`src/rtl/pwm_duty_decoder.sv`:
```
// PWM duty decoder: measures high time and period of a sampled PWM line in clk_en_i ticks
// and divides them into an ADC_BITWIDTH-bit duty. Optional macro: PWM_DEC_GLITCH_FILTER_EN.
//
// state      | meaning
// IDLE       | no period in progress; waiting for a rise (also after stuck-low)
// HIGH       | counting the high phase
// LOW        | counting the low phase; the next rise completes a measurement
// STUCK_HIGH | line held high past TIMEOUT; waiting for the fall
module pwm_duty_decoder #(
    parameter int ADC_BITWIDTH = 4,
    parameter int CNT_BITWIDTH = 5,
    parameter int TIMEOUT      = 30
) (
    input  logic                    clk_i,
    input  logic                    rstn_i,
    input  logic                    clk_en_i,
    input  logic                    PWM_pin_i,
    output logic [ADC_BITWIDTH-1:0] duty_o,
    output logic [CNT_BITWIDTH-1:0] high_cnt_o,
    output logic [CNT_BITWIDTH:0]   period_cnt_o,
    output logic                    valid_o,
    output logic                    stuck_high_o,
    output logic                    stuck_low_o,
    output logic                    overrun_o
);
    localparam int PW     = CNT_BITWIDTH + 1;
    localparam int STEP_W = $clog2(ADC_BITWIDTH + 1);
    localparam logic [CNT_BITWIDTH-1:0] TIMEOUT_C = CNT_BITWIDTH'(TIMEOUT);
    localparam logic [CNT_BITWIDTH-1:0] CNT_MAX   = '1;
    localparam logic [CNT_BITWIDTH-1:0] CNT_ONE   = CNT_BITWIDTH'(1);
    localparam logic [STEP_W-1:0]       STEP_LAST = STEP_W'(ADC_BITWIDTH);
    localparam logic [STEP_W-1:0]       STEP_ONE  = STEP_W'(1);

    typedef enum logic [1:0] {IDLE, HIGH, LOW, STUCK_HIGH} state_t;
    state_t state, state_nxt;

    logic [1:0]              sync_q;
    logic                    pwm_sync, lvl, lvl_nxt, rise, fall;
    logic [CNT_BITWIDTH-1:0] cnt, cnt_nxt, cnt_inc, hi, hi_nxt;
    logic                    stuck_high_nxt, stuck_low_nxt, meas_done, stuck_evt;
    logic [ADC_BITWIDTH-1:0] stuck_duty;
    logic [PW-1:0]           meas_period;

    logic                    div_busy;
    logic [STEP_W-1:0]       div_step;
    logic [PW-1:0]           div_rem, rem_nxt, div_period;
    logic [PW:0]             rem_sh, per_ext;
    logic                    quo_bit;
    logic [ADC_BITWIDTH-1:0] div_quo;
    logic [CNT_BITWIDTH-1:0] div_high;

    always_ff @(posedge clk_i or negedge rstn_i) begin
        if (!rstn_i) sync_q <= '0;
        else         sync_q <= {sync_q[0], PWM_pin_i};
    end
    assign pwm_sync = sync_q[1];

`ifdef PWM_DEC_GLITCH_FILTER_EN
    logic diff_q;
    always_comb begin
        lvl_nxt = lvl;
        if ((pwm_sync != lvl) && diff_q) lvl_nxt = pwm_sync;
    end
    always_ff @(posedge clk_i or negedge rstn_i) begin
        if (!rstn_i) begin
            lvl    <= 1'b0;
            diff_q <= 1'b0;
        end else if (clk_en_i) begin
            lvl    <= lvl_nxt;
            diff_q <= (pwm_sync != lvl) && !diff_q;
        end
    end
`else
    assign lvl_nxt = pwm_sync;
    always_ff @(posedge clk_i or negedge rstn_i) begin
        if (!rstn_i)       lvl <= 1'b0;
        else if (clk_en_i) lvl <= lvl_nxt;
    end
`endif

    // Edges come from the level register's own update so the filter delays them too.
    assign rise        = lvl_nxt & ~lvl;
    assign fall        = ~lvl_nxt & lvl;
    assign cnt_inc     = (cnt == CNT_MAX) ? cnt : cnt + CNT_ONE;
    assign meas_period = {1'b0, hi} + {1'b0, cnt};

    always_ff @(posedge clk_i or negedge rstn_i) begin
        if (!rstn_i) begin
            state        <= IDLE;
            cnt          <= '0;
            hi           <= '0;
            stuck_high_o <= 1'b0;
            stuck_low_o  <= 1'b0;
        end else begin
            state        <= state_nxt;
            cnt          <= cnt_nxt;
            hi           <= hi_nxt;
            stuck_high_o <= stuck_high_nxt;
            stuck_low_o  <= stuck_low_nxt;
        end
    end

    always_comb begin
        state_nxt      = state;
        cnt_nxt        = cnt;
        hi_nxt         = hi;
        stuck_high_nxt = stuck_high_o;
        stuck_low_nxt  = stuck_low_o;
        meas_done      = 1'b0;
        stuck_evt      = 1'b0;
        stuck_duty     = '0;
        if (clk_en_i) begin
            case (state)
                IDLE: begin
                    if (rise) begin
                        state_nxt     = HIGH;
                        cnt_nxt       = CNT_ONE;
                        stuck_low_nxt = 1'b0;
                    end else begin
                        cnt_nxt = cnt_inc;
                        // cnt saturates above TIMEOUT, so this fires once per idle stretch
                        if ((cnt_inc == TIMEOUT_C) && (cnt != TIMEOUT_C)) begin
                            stuck_low_nxt = 1'b1;
                            stuck_evt     = 1'b1;
                        end
                    end
                end
                HIGH: begin
                    cnt_nxt = cnt_inc;
                    if (fall) begin
                        state_nxt = LOW;
                        hi_nxt    = cnt;
                        cnt_nxt   = CNT_ONE;
                    end else if (cnt_inc == TIMEOUT_C) begin
                        state_nxt      = STUCK_HIGH;
                        stuck_high_nxt = 1'b1;
                        stuck_evt      = 1'b1;
                        stuck_duty     = '1;
                    end
                end
                LOW: begin
                    cnt_nxt = cnt_inc;
                    if (rise) begin
                        meas_done = 1'b1;
                        state_nxt = HIGH;
                        cnt_nxt   = CNT_ONE;
                    end else if (cnt_inc == TIMEOUT_C) begin
                        state_nxt     = IDLE;
                        cnt_nxt       = TIMEOUT_C;
                        stuck_low_nxt = 1'b1;
                        stuck_evt     = 1'b1;
                    end
                end
                STUCK_HIGH: begin
                    if (fall) begin
                        state_nxt      = IDLE;
                        stuck_high_nxt = 1'b0;
                        cnt_nxt        = CNT_ONE;
                    end
                end
                default: state_nxt = IDLE;
            endcase
        end
    end

    assign rem_sh  = {div_rem, 1'b0};
    assign per_ext = {1'b0, div_period};
    assign quo_bit = (rem_sh >= per_ext);
    assign rem_nxt = quo_bit ? PW'(rem_sh - per_ext) : rem_sh[PW-1:0];

    always_ff @(posedge clk_i or negedge rstn_i) begin
        if (!rstn_i) begin
            div_busy     <= 1'b0;
            div_step     <= '0;
            div_rem      <= '0;
            div_quo      <= '0;
            div_high     <= '0;
            div_period   <= '0;
            duty_o       <= '0;
            high_cnt_o   <= '0;
            period_cnt_o <= '0;
            valid_o      <= 1'b0;
            overrun_o    <= 1'b0;
        end else begin
            valid_o <= 1'b0;
            if (stuck_evt) begin
                duty_o   <= stuck_duty;
                valid_o  <= 1'b1;
                div_busy <= 1'b0;
            end else if (div_busy) begin
                if (div_step == STEP_LAST) begin
                    duty_o       <= div_quo;
                    high_cnt_o   <= div_high;
                    period_cnt_o <= div_period;
                    valid_o      <= 1'b1;
                    div_busy     <= 1'b0;
                end else begin
                    div_rem  <= rem_nxt;
                    div_quo  <= {div_quo[ADC_BITWIDTH-2:0], quo_bit};
                    div_step <= div_step + STEP_ONE;
                end
            end
            if (meas_done) begin
                if (div_busy) begin
                    overrun_o <= 1'b1;
                end else begin
                    div_busy   <= 1'b1;
                    div_step   <= '0;
                    div_rem    <= {1'b0, hi};
                    div_quo    <= '0;
                    div_high   <= hi;
                    div_period <= meas_period;
                end
            end
        end
    end
endmodule
```
`config.mk`:
```
export PLATFORM = sky130hd
export DESIGN_NAME = pwm_duty_decoder
export DESIGN_NICKNAME = d
export VERILOG_FILES = /design/src/rtl/pwm_duty_decoder.sv
export SDC_FILE = /design/constraint.sdc
export NUM_CORES = 1
export LEC_CHECK = 0
export CORE_MARGIN = 1
export CORE_UTILIZATION = 30
export DETAILED_ROUTE_END_ITERATION = 8
export SETUP_SLACK_MARGIN = 0.2
export SLEW_MARGIN = 20
export SYNTH_ARGS = -nofsm -noshare
export SYNTH_HDL_FRONTEND = slang
export SYNTH_SLANG_ARGS = --single-unit
```
`constraint.sdc`:
```
create_clock -name clk_i -period 2.47 [get_ports clk_i]
set_input_delay 0.494 -clock clk_i [delete_from_list [all_inputs] [get_ports clk_i]]
set_output_delay 0.494 -clock clk_i [all_outputs]
set_load 0.05 [all_outputs]
```
==> results.md, run 1 <==
* Syn_nets at 324
* Multi-input gate area at 1530 um^2
* Routed len/inst at 13.7 um
* CTS root buf: clkbuf_8
* Maximum fanout along the worst path at 6
* CTS H-tree lvls at 3
* Total power at 3690 uW
* Commonest non-fill, non-tap cells in the layout: dfrtp_1, nand2_1, a21oi_1, o21ai_0, clkdlybuf4s50_1
* Post-synthesis register bit count at 59
* Number of synthesized flops with an enable pin at 0
* FP Rows at 37
* Nets at 368
* # port buffers at 22
* Hold WS at 139 ps
* Chip Width at 104 um
* Area delta synth->final at 23.4%
* Drt first pass iters at 4
* Placed wire-length estimate at 4570 um
* CP startpoint kind: register
* RSZ-0062 raised after global routing: yes
* Die Y at 104 um
* Ys Warns at 0
* Critical path class: register to register
* Met1 wire length at 3260 um
* CTS tree: built
* Final WL at 6670 um
* CTS buffer count at 9
* Setup TNS at 0 ps
* Clock Path Buffers at 2
* Critical Path Max Stage Delay at 440 ps
* Critical path capture point type: register
* Initial Util at 0.307
* Total GRT Usage at 0.134
* DRC violation count after routing at 0
* Antenna cell count at 0
* CORE AREA at 10200 um^2
* Commonest non-fill, non-tap cell in the layout: dfrtp_1
* Cells along the critical path: ha_2 > or3b_1 > a311oi_2 > o211a_4 > nand3_4 > nand2b_4 > mux2_2
* Vias in the first global route at 2299
* Syn Area/Cell at 10.4 um^2
* Setup slack after layout at 252 ps
* VDD IR max at 0.000272 V
* Worst slew pin tran at 576 ps
* Period utilisation layout at 0.898
* CTS clk-pin slew, worst paths at 80 ps
* Cell Pwr Density at 950 nW/um^2
* Min-Delay Path Class: primary input to asynchronous set/reset pin
* Drt first-iter violations at 88
* Skew final at 11.7 ps
* GP Congestion at 0.867
* Fin. max-slew vios at 0
* Total gr overflow at 0
* Post-place setup slack at 156 ps
* Ys async rst share at 1.00
* Filler cells at 994
* Maximum clock rate at 0.451 GHz
* Endpoints failing setup at 0
* Main synth FF type: dfrtp_1
* Syn Inst Count at 303
* Post-CTS Hold Buffers at 0
* Io pins at 23
* WP data arrival at 2450 ps
* DR WL met2 at 3060 um
* CP required at 2700 ps
* Post-route minimum period at 2220 ps
* Synth unique cells at 47
* Largest net degree at the start of global routing at 38
* Sequential fraction of the synthesis area at 0.469
* Critical Path Slowest Stage Cell: dfrtp_2
* ANT nets after route at 0
* Proportion of layout cells with a drive suffix above 1 at 0.202
* Met3 WL at 236 um
* Vias per cell at 4.82
* Register area at 1480 um^2
* Slew Limit Headroom at 0.616
* Die footprint at 10900 um^2
* Top sig layer: met4
* Endpoints failing hold at 0
* Outcome: completed
* First-pass GRT wire length at 11500 um
* Max Cap Viol at 0
* P_leak at 0.00182 uW
* Clk sinks at 59
* Initial antenna violation count at 0
* Synth Cell Area at 3150 um^2
* Latest clock arrival within the worst-skew pair at 340 ps
* Via count at 2351
==> per-stage QoR <==
step | instances | instance area [um^2] | utilization
5_1_grt | 488 | 3880 | 0.379
6_report | 488 | 3880 | 0.379
3_3_place_gp | 467 | 3610 | 0.353
4_1_cts | 484 | 3820 | 0.373
3_5_place_dp | 467 | 3610 | 0.353
2_1_floorplan | 303 | 3150 | -
==> repair_timing <==
item                       CTS  global route
hold endpoints to repair     0             0
buffers inserted             0             3
pin swaps                    0             3
gates cloned                 1             1
setup endpoints to repair    2            22
resized for setup            1             4
==> report_power, final <==
part	leakage, uW	switching [uW]	internal [uW]	total, uW
sequential	0.000733	189	1170	1360
combinational	0.000987	765	673	1440
clock	0.0000958	419	470	888
==> cell families after synthesis <==
| kind of cell | after synthesis | synth area share |
|---|---|---|
| flops | 59 | 0.469 |
| fa+ha+maj | 17 | 0.0724 |
| simple gates | 86 | 0.134 |
| xor+xnor | 5 | 0.0139 |
| compound gates | 80 | 0.165 |
| buf+inv | 33 | 0.0541 |
| mux | 23 | 0.0911 |
==> synth_stat cells, types with 6 or more instances <==
library cell | number | area share
dfrtp_1 | 59 | 0.47
inv_1 | 20 | 0.024
o31ai_1 | 6 | 0.014
nor2b_1 | 6 | 0.012
mux2_4 | 10 | 0.048
nand2_1 | 41 | 0.049
ha_1 | 15 | 0.060
nor2_1 | 12 | 0.014
nand3_1 | 7 | 0.011
a21oi_1 | 25 | 0.040
mux2i_1 | 8 | 0.025
clkbuf_1 | 8 | 0.0095
o21ai_0 | 23 | 0.037
==> layer usage <==
layer / global-route usage / vias up
met5: 0 / -
met4: 0.0500 / 0
met3: 0.0445 / 16
met2: 0.204 / 42
met1: 0.174 / 1134
li1: - / 1159
==> registers in the layout, indices dropped and copies added (netlist names), 2 cells and up <==
register      cells
duty_o            4
hi                5
state             2
div_quo           4
div_period        6
div_high          5
div_step          3
high_cnt_o        5
period_cnt_o      6
div_rem           6
cnt               5
sync_q            2
==> area by class of cell <==
cell class | instances | share of cell area
clock inverter | 7 | 0.0197
timing repair buffer | 45 | 0.111
sequential | 59 | 0.381
clock buffer | 9 | 0.0319
inverter | 20 | 0.0193
multi-input combinational | 212 | 0.393
tap | 136 | 0.0438
==> path summary, 6_finish.rpt <==
check / start / endpoint / slack [ps] / cells after the start
worst min-delay path: rstn_i / period_cnt_o[0] / 140 / 1
worst max-delay path: cnt[1] / high_cnt_o[0] / 250 / 7
max in group asynchronous: rstn_i / hi[2] / 1730 / 2
worst max register to register: cnt[1] / high_cnt_o[0] / 250 / 7
worst min register to register: sync_q[0] / sync_q[1] / 350 / 0
min in group clk_i: sync_q[0] / sync_q[1] / 350 / 0
==> critical path, delay by kind of cell (launching register included) <==
family,cells,cell delay (ps)
AO/OA/AOI/OAI,2,470
multiplexers,1,350
flip-flops,1,440
AND/OR/NAND/NOR,3,670
adder cells (fa/ha/maj),1,190
Power figures use the tool's default switching activity.
==> run 2: changes to the inputs <==
--- a/config.mk
+++ b/config.mk
@@ -5,6 +5,8 @@
 export SDC_FILE = /design/constraint.sdc
 export NUM_CORES = 1
 export LEC_CHECK = 0
+export ABC_AREA = 1
+export CORE_ASPECT_RATIO = 0.6
 export CORE_MARGIN = 1
 export CORE_UTILIZATION = 30
 export DETAILED_ROUTE_END_ITERATION = 8
==> results.md, run 2 <==
* Outcome: completed
* GP Congestion at 0.920 (+6.1%)
* P_leak at 0.00213 uW (+17%)
* Endpoints failing setup at 0 (unchanged)
* Cell Pwr Density at 1390 nW/um^2 (+46%)
* Die footprint at 11900 um^2 (+8.9%)
* Vias in the first global route at 2637 (+15%)
* Latest clock arrival within the worst-skew pair at 330 ps (about the same)
* Initial Util at 0.316 (+0.00832)
* Chip Width at 140 um (+34%)
* Cell area after layout at 4170 um^2 (+7.5%)
* RSZ-0062 raised after global routing: yes
* Placed wire-length estimate at 6370 um (+40%)
* Ys Warns at 0 (unchanged)
* Placed Instance Area at 3820 um^2 (+6.0%)
* Critical path class: register to register
* Total power at 5800 uW (+57%)
* Die Y at 84.8 um (-19%)
* FP Rows at 29 (-22%)
* Sequential fraction of the synthesis area at 0.431 (-0.0384)
* First-pass GRT wire length at 14200 um (+24%)
* Area delta synth->final at 21.8%
* # port buffers at 22 (unchanged)
* Ys async rst share at 1.00 (unchanged)
* CP required at 2690 ps (about the same)
* Io pins at 23 (unchanged)
* Post-synthesis register bit count at 59 (unchanged)
* Hold WS at 308 ps (+169 ps)
* Syn Inst Count at 443 (+46%)
* Largest registers: div_period x6, div_rem x6, period_cnt_o x6
* Leading area contributor after synthesis: dfrtp_1
* Main synth FF type: dfrtp_1
* Via count at 3045 (+30%)
* Vias per cell at 4.89 (+1.5%)
* Largest net degree at the start of global routing at 60 (+58%)
* Final WL at 8780 um (+32%)
* Placed Cells at 602 (+29%)
* Antenna cell count at 0 (unchanged)
* Syn_nets at 464 (+43%)
* Commonest non-fill, non-tap cells in the layout: nand2_1, dfrtp_1, inv_1, nand3_1, nor2_1
* Drt first-iter violations at 249 (+180%)
* CP startpoint kind: register
* Largest cells by area after synthesis: dfrtp_1, nand2_1, ha_1
* Min-Delay Path Class: primary input to asynchronous set/reset pin
* Top post-synthesis cells by count: nand2_1, dfrtp_1, inv_1
* ANT nets after route at 0 (unchanged)
* Nets at 501 (+36%)
* Routed len/inst at 14.1 um (+3.1%)
* R2R Path Start: cnt[0]
* Final cell count without fillers at 623 (+28%)
* CTS tree: built
* Skew final at 3.87 ps (-7.84 ps)
* DRC violation count after routing at 0 (unchanged)
* Period utilisation layout at 0.867 (-0.0313)
* Number of synthesized flops with an enable pin at 0 (unchanged)
* CTS buffer count at 9 (unchanged)
* Worst slew pin tran at 758 ps (+182 ps)
* CTS H-tree lvls at 3 (unchanged)
* Most used cell, CP: nand2_1
* Most frequent cell after synthesis: nand2_1
* WP data arrival at 2360 ps (-90 ps)
* Synth Cell Area at 3430 um^2 (+8.9%)
* VDD IR max at 0.000365 V (+34%)
* Clock Path Buffers at 2 (unchanged)
* Critical Path Slowest Stage Cell: dfrtp_2
* Critical Path Max Stage Delay at 410 ps (-30 ps)
* CTS clk-pin slew, worst paths at 50 ps (-30 ps)
* Proportion of layout cells with a drive suffix above 1 at 0.143 (-0.0591)
* Drt first pass iters at 4 (unchanged)
* CTS root buf: clkbuf_16
* Top Family by Delay on Critical Path: simple AND/OR/NAND/NOR gates
* Maximum clock rate at 0.467 GHz (+3.6%)
* Synth top area share at 0.431 (-0.0384)
* Fin. max-slew vios at 0 (unchanged)
* Bufs and invs on worst path at 1 (+1)
* Max Cap Viol at 0 (unchanged)
* Cells along the critical path: ha_2 > nand3_2 > nor2_4 > nand2_1 > nand2_1 > nand2_2 > nor2_4 > nand4_2 > nand2_4 > nand2_2 > buf_4 > nand4_1 > nand2_1
* Post-route minimum period at 2140 ps (-77.4 ps)
* Total gr overflow at 0 (unchanged)
* Commonest non-fill, non-tap cell in the layout: nand2_1
* Endpoints failing hold at 0 (unchanged)
* Clk sinks at 59 (unchanged)
* Synth unique cells at 40 (-15%)
* CORE AREA at 10800 um^2 (+6.0%)
* Critical path launch point: cnt[0]
* Setup TNS at 0 ps (unchanged)
* Maximum fanout along the worst path at 13 (+7)
* Initial antenna violation count at 0 (unchanged)
* Syn Area/Cell at 7.73 um^2 (-26%)
* Slew Limit Headroom at 0.495 (-0.121)
* Critical path capture point type: register
* Total GRT Usage at 0.160 (+0.0260)
run 2: kinds of logic after synthesis:
kind of cell / Yosys count / share of synthesized area
DFF: 59 / 0.431
AOI/OAI and AO/OA: 40 / 0.0661
adders and majority gates: 17 / 0.0665
xor gates and xnor gates: 5 / 0.0128
buffers and inverters: 59 / 0.0727
and+or+nand+nor: 262 / 0.348
muxes: 1 / 0.00329
run 2: path summary, 6_finish.rpt:
kind	endpoint	slack, ps	depth (start not counted)
min in group clk_i	sync_q[1]	350	0
setup / recovery	period_cnt_o[1]	330	13
hold / removal	sync_q[0]	310	2
setup reg to reg	period_cnt_o[1]	330	13
max in group asynchronous	cnt[1]	1610	2
hold reg to reg	sync_q[1]	350	0
run 2: layout make-up:
class                      count  area [um^2]
fill                        1094         6680
sequential                    59         1480
clock inverter                 5         30.0
clock buffer                  10          239
timing repair buffer          39          343
tap                          139          174
inverter                      45          169
multi-input combinational    326         1740
run 2: timing repair:
| item | 4_1_cts | 5_1_grt |
|---|---|---|
| hold buffers | 0 | 0 |
| pin swaps | 0 | 1 |
| hold endpoints to repair | 0 | 0 |
| setup endpoints to repair | 22 | 30 |
| gates resized for setup | 3 | 5 |
| cloned | 0 | 1 |
| setup buffers | 0 | 5 |
run 2: worst reg2reg max path: stages, from the launching register on:
cell,delay (ps)
dfrtp_2,410
ha_2,230
nand3_2,100
nor2_4,130
nand2_1,70
nand2_1,100
nand2_2,80
nor2_4,140
nand4_2,120
nand2_4,110
nand2_2,80
buf_4,210
nand4_1,170
nand2_1,70
run 2: layer usage:
metal | vias up | share of wire | wire [um] | track usage
met3 | 11 | 0.056 | 489 | 0.0496
met2 | 78 | 0.38 | 3340 | 0.195
met4 | 0 | 0.010 | 88 | 0.0509
met1 | 1448 | 0.55 | 4860 | 0.254
met5 | - | 0 | 0 | 0
li1 | 1508 | - | - | -
run 2: stage by stage:
stage | util | setup WS [ps]
after global placement | 0.353 | 166
after detailed placement | 0.353 | 129
after floorplan | - | 518
after CTS | 0.378 | 214
after global routing | 0.385 | 171
final | 0.385 | 329
run 2: power breakdown:
group	total (uW)	internal, uW	leakage [uW]	switching [uW]
Combinational	2870	1070	0.00126	1790
Sequential	1800	1370	0.000743	434
Clock	1130	693	0.000130	438
==> run 3: changes to the inputs <==
--- a/config.mk
+++ b/config.mk
@@ -7,7 +7,7 @@
 export LEC_CHECK = 0
 export ABC_AREA = 1
 export CORE_ASPECT_RATIO = 0.6
-export CORE_MARGIN = 1
+export CORE_MARGIN = 2
 export CORE_UTILIZATION = 30
 export DETAILED_ROUTE_END_ITERATION = 8
 export SETUP_SLACK_MARGIN = 0.2
==> results.md, run 3 (synthesized netlist as in run 2, its figures left out) <==
* Outcome: completed
* First-pass GRT wire length at 15200 um (+7.0%)
* Largest net degree at the start of global routing at 32 (-47%)
* Worst slew pin tran at 736 ps (-21.8 ps)
* Largest registers: div_period x6, div_rem x6, period_cnt_o x6
* Most used cell, CP: nand2_1
* Clock Path Buffers at 2 (unchanged)
* CP required at 2690 ps (about the same)
* CTS clk-pin slew, worst paths at 60 ps (about the same)
* Skew final at 6.63 ps (+2.75 ps)
* Via count at 3052 (+0.23%)
* Commonest non-fill, non-tap cells in the layout: nand2_1, dfrtp_1, inv_1, nand3_1, nor2_1
* Critical path capture point type: register
* FF-to-FF setup slack at 360 ps (+30 ps)
* Total GRT Usage at 0.161 (+0.00179)
* Max Cap Viol at 0 (unchanged)
* CTS tree: built
* Drt first-iter violations at 271 (+8.8%)
* CTS H-tree lvls at 3 (unchanged)
* Nets at 501 (unchanged)
* Top sig layer: met4
* CTS buffer count at 9 (unchanged)
* Die footprint at 12300 um^2 (+3.8%)
* Final WL at 9120 um (+3.8%)
* Endpoints failing hold at 0 (unchanged)
* CTS root buf: clkbuf_16
* Initial antenna violation count at 0 (unchanged)
* Cell Pwr Density at 1420 nW/um^2 (+2.4%)
* Vias in the first global route at 2911 (+10%)
* Cells along the critical path: ha_2 > nand3_2 > nor2_2 > nand2_1 > nand2_1 > nand2_2 > nor2_4 > nand4_2 > nand2_4 > nand2_2 > buf_4 > nand2_1 > nand2_1 > nand2_1 > nand2_1
* Chip Width at 142 um (+1.4%)
* Endpoints failing setup at 0 (unchanged)
* Latest clock arrival within the worst-skew pair at 330 ps (about the same)
* GP Congestion at 0.895 (-2.7%)
* Die Y at 86.8 um (+2.4%)
* Bufs and invs on worst path at 1 (unchanged)
* Area delta synth->final at 24.4%
* Fin. max-slew vios at 0 (unchanged)
* Critical Path Max Stage Delay at 410 ps (about the same)
* Proportion of layout cells with a drive suffix above 1 at 0.167 (+0.0244)
* DRC violation count after routing at 0 (unchanged)
* CP startpoint kind: register
* Slew Limit Headroom at 0.509 (+0.0140)
* Maximum clock rate at 0.474 GHz (+1.6%)
* Total gr overflow at 0 (unchanged)
* Total power at 6060 uW (+4.5%)
* Vias per cell at 4.85 (-0.73%)
* Placed Cells at 607 (+0.83%)
* Commonest non-fill, non-tap cell in the layout: nand2_1
* Period utilisation layout at 0.853 (-0.0133)
* # port buffers at 22 (unchanged)
* ANT nets after route at 0 (unchanged)
* P_leak at 0.00213 uW (+0.18%)
* Clk sinks at 59 (unchanged)
* Routed len/inst at 14.5 um (+2.9%)
* DR WL met2 at 3450 um (+3.5%)
* CORE AREA at 11200 um^2 (+3.4%)
* Initial Util at 0.305 (-0.0105)
* Final cell count without fillers at 629 (+0.96%)
* Maximum fanout along the worst path at 16 (+3)
* WP data arrival at 2320 ps (-40 ps)
* Critical Path Slowest Stage Cell: dfrtp_2
* Critical path class: register to register
* Setup TNS at 0 ps (unchanged)
* Top Family by Delay on Critical Path: simple AND/OR/NAND/NOR gates
* RSZ-0062 raised after global routing: yes
* Min-Delay Path Class: primary input to asynchronous set/reset pin
* Drt first pass iters at 5 (+1)
* Placed wire-length estimate at 6630 um (+4.1%)
* Met1 wire length at 4930 um (+1.4%)
* Post-route minimum period at 2110 ps (-32.9 ps)
* VDD IR max at 0.000525 V (+44%)
* FP Rows at 30 (+3.4%)
* Antenna cell count at 0 (unchanged)
* Io pins at 23 (unchanged)
* Met3 WL at 651 um (+33%)
## run 3: per-stage QoR
step	setup WS [ps]	util	hold WS, ps	area [um^2]
after CTS	234	0.370	36.2	4150
after global placement	283	0.342	342	3840
after detailed placement	205	0.342	346	3840
after floorplan	518	-	198	3430
after global routing	188	0.380	41.2	4260
final	362	0.380	37.8	4260
## run 3: layout make-up
class | count | area [um^2]
multi-input cells | 326 | 1770
fillers | 1158 | 6960
repair buffers | 39 | 359
inverters | 45 | 169
clock buffers | 10 | 239
clock inverters | 6 | 65.1
well taps | 144 | 180
flip-flops and latches | 59 | 1480
## run 3: worst paths after layout
| path | startpoint | endpoint | cells past startpoint |
|---|---|---|---|
| max | cnt[0] | div_rem[1] | 15 |
| min | rstn_i | div_step[0] | 1 |
| max reg2reg | cnt[0] | div_rem[1] | 15 |
| min reg2reg | sync_q[0] | sync_q[1] | 0 |
| min in group clk_i | sync_q[0] | sync_q[1] | 0 |
| max in group asynchronous | rstn_i | cnt[1] | 2 |
## run 3: worst register-to-register path, delay by kind of cell, from the launching register on
family                     cells  cell delay, ps
DFF                            1             410
and+or+nand+nor               13            1150
adders and majority gates      1             220
buffers and inverters          1             200
## run 3: report_power, final
part	internal [uW]	switching (uW)	total, uW
logic	1120	1870	2990
clock network	805	460	1270
registers	1370	433	1800
## run 3: timing repair
| action | 4_1_cts | 5_1_grt |
|---|---|---|
| resized for setup | 1 | 18 |
| setup endpoints to repair | 11 | 28 |
| hold buffers | 0 | 0 |
| setup buffers | 0 | 5 |
| endpoints found under the hold margin | 0 | 0 |
| pin swaps | 1 | 2 |
| gates cloned | 0 | 1 |
## run 3: metal layers
metal | GRT usage | vias to the layer above
li1 | - | 1505
met5 | 0 | -
met1 | 0.247 | 1451
met3 | 0.0497 | 10
met4 | 0.0364 | 0
met2 | 0.219 | 86
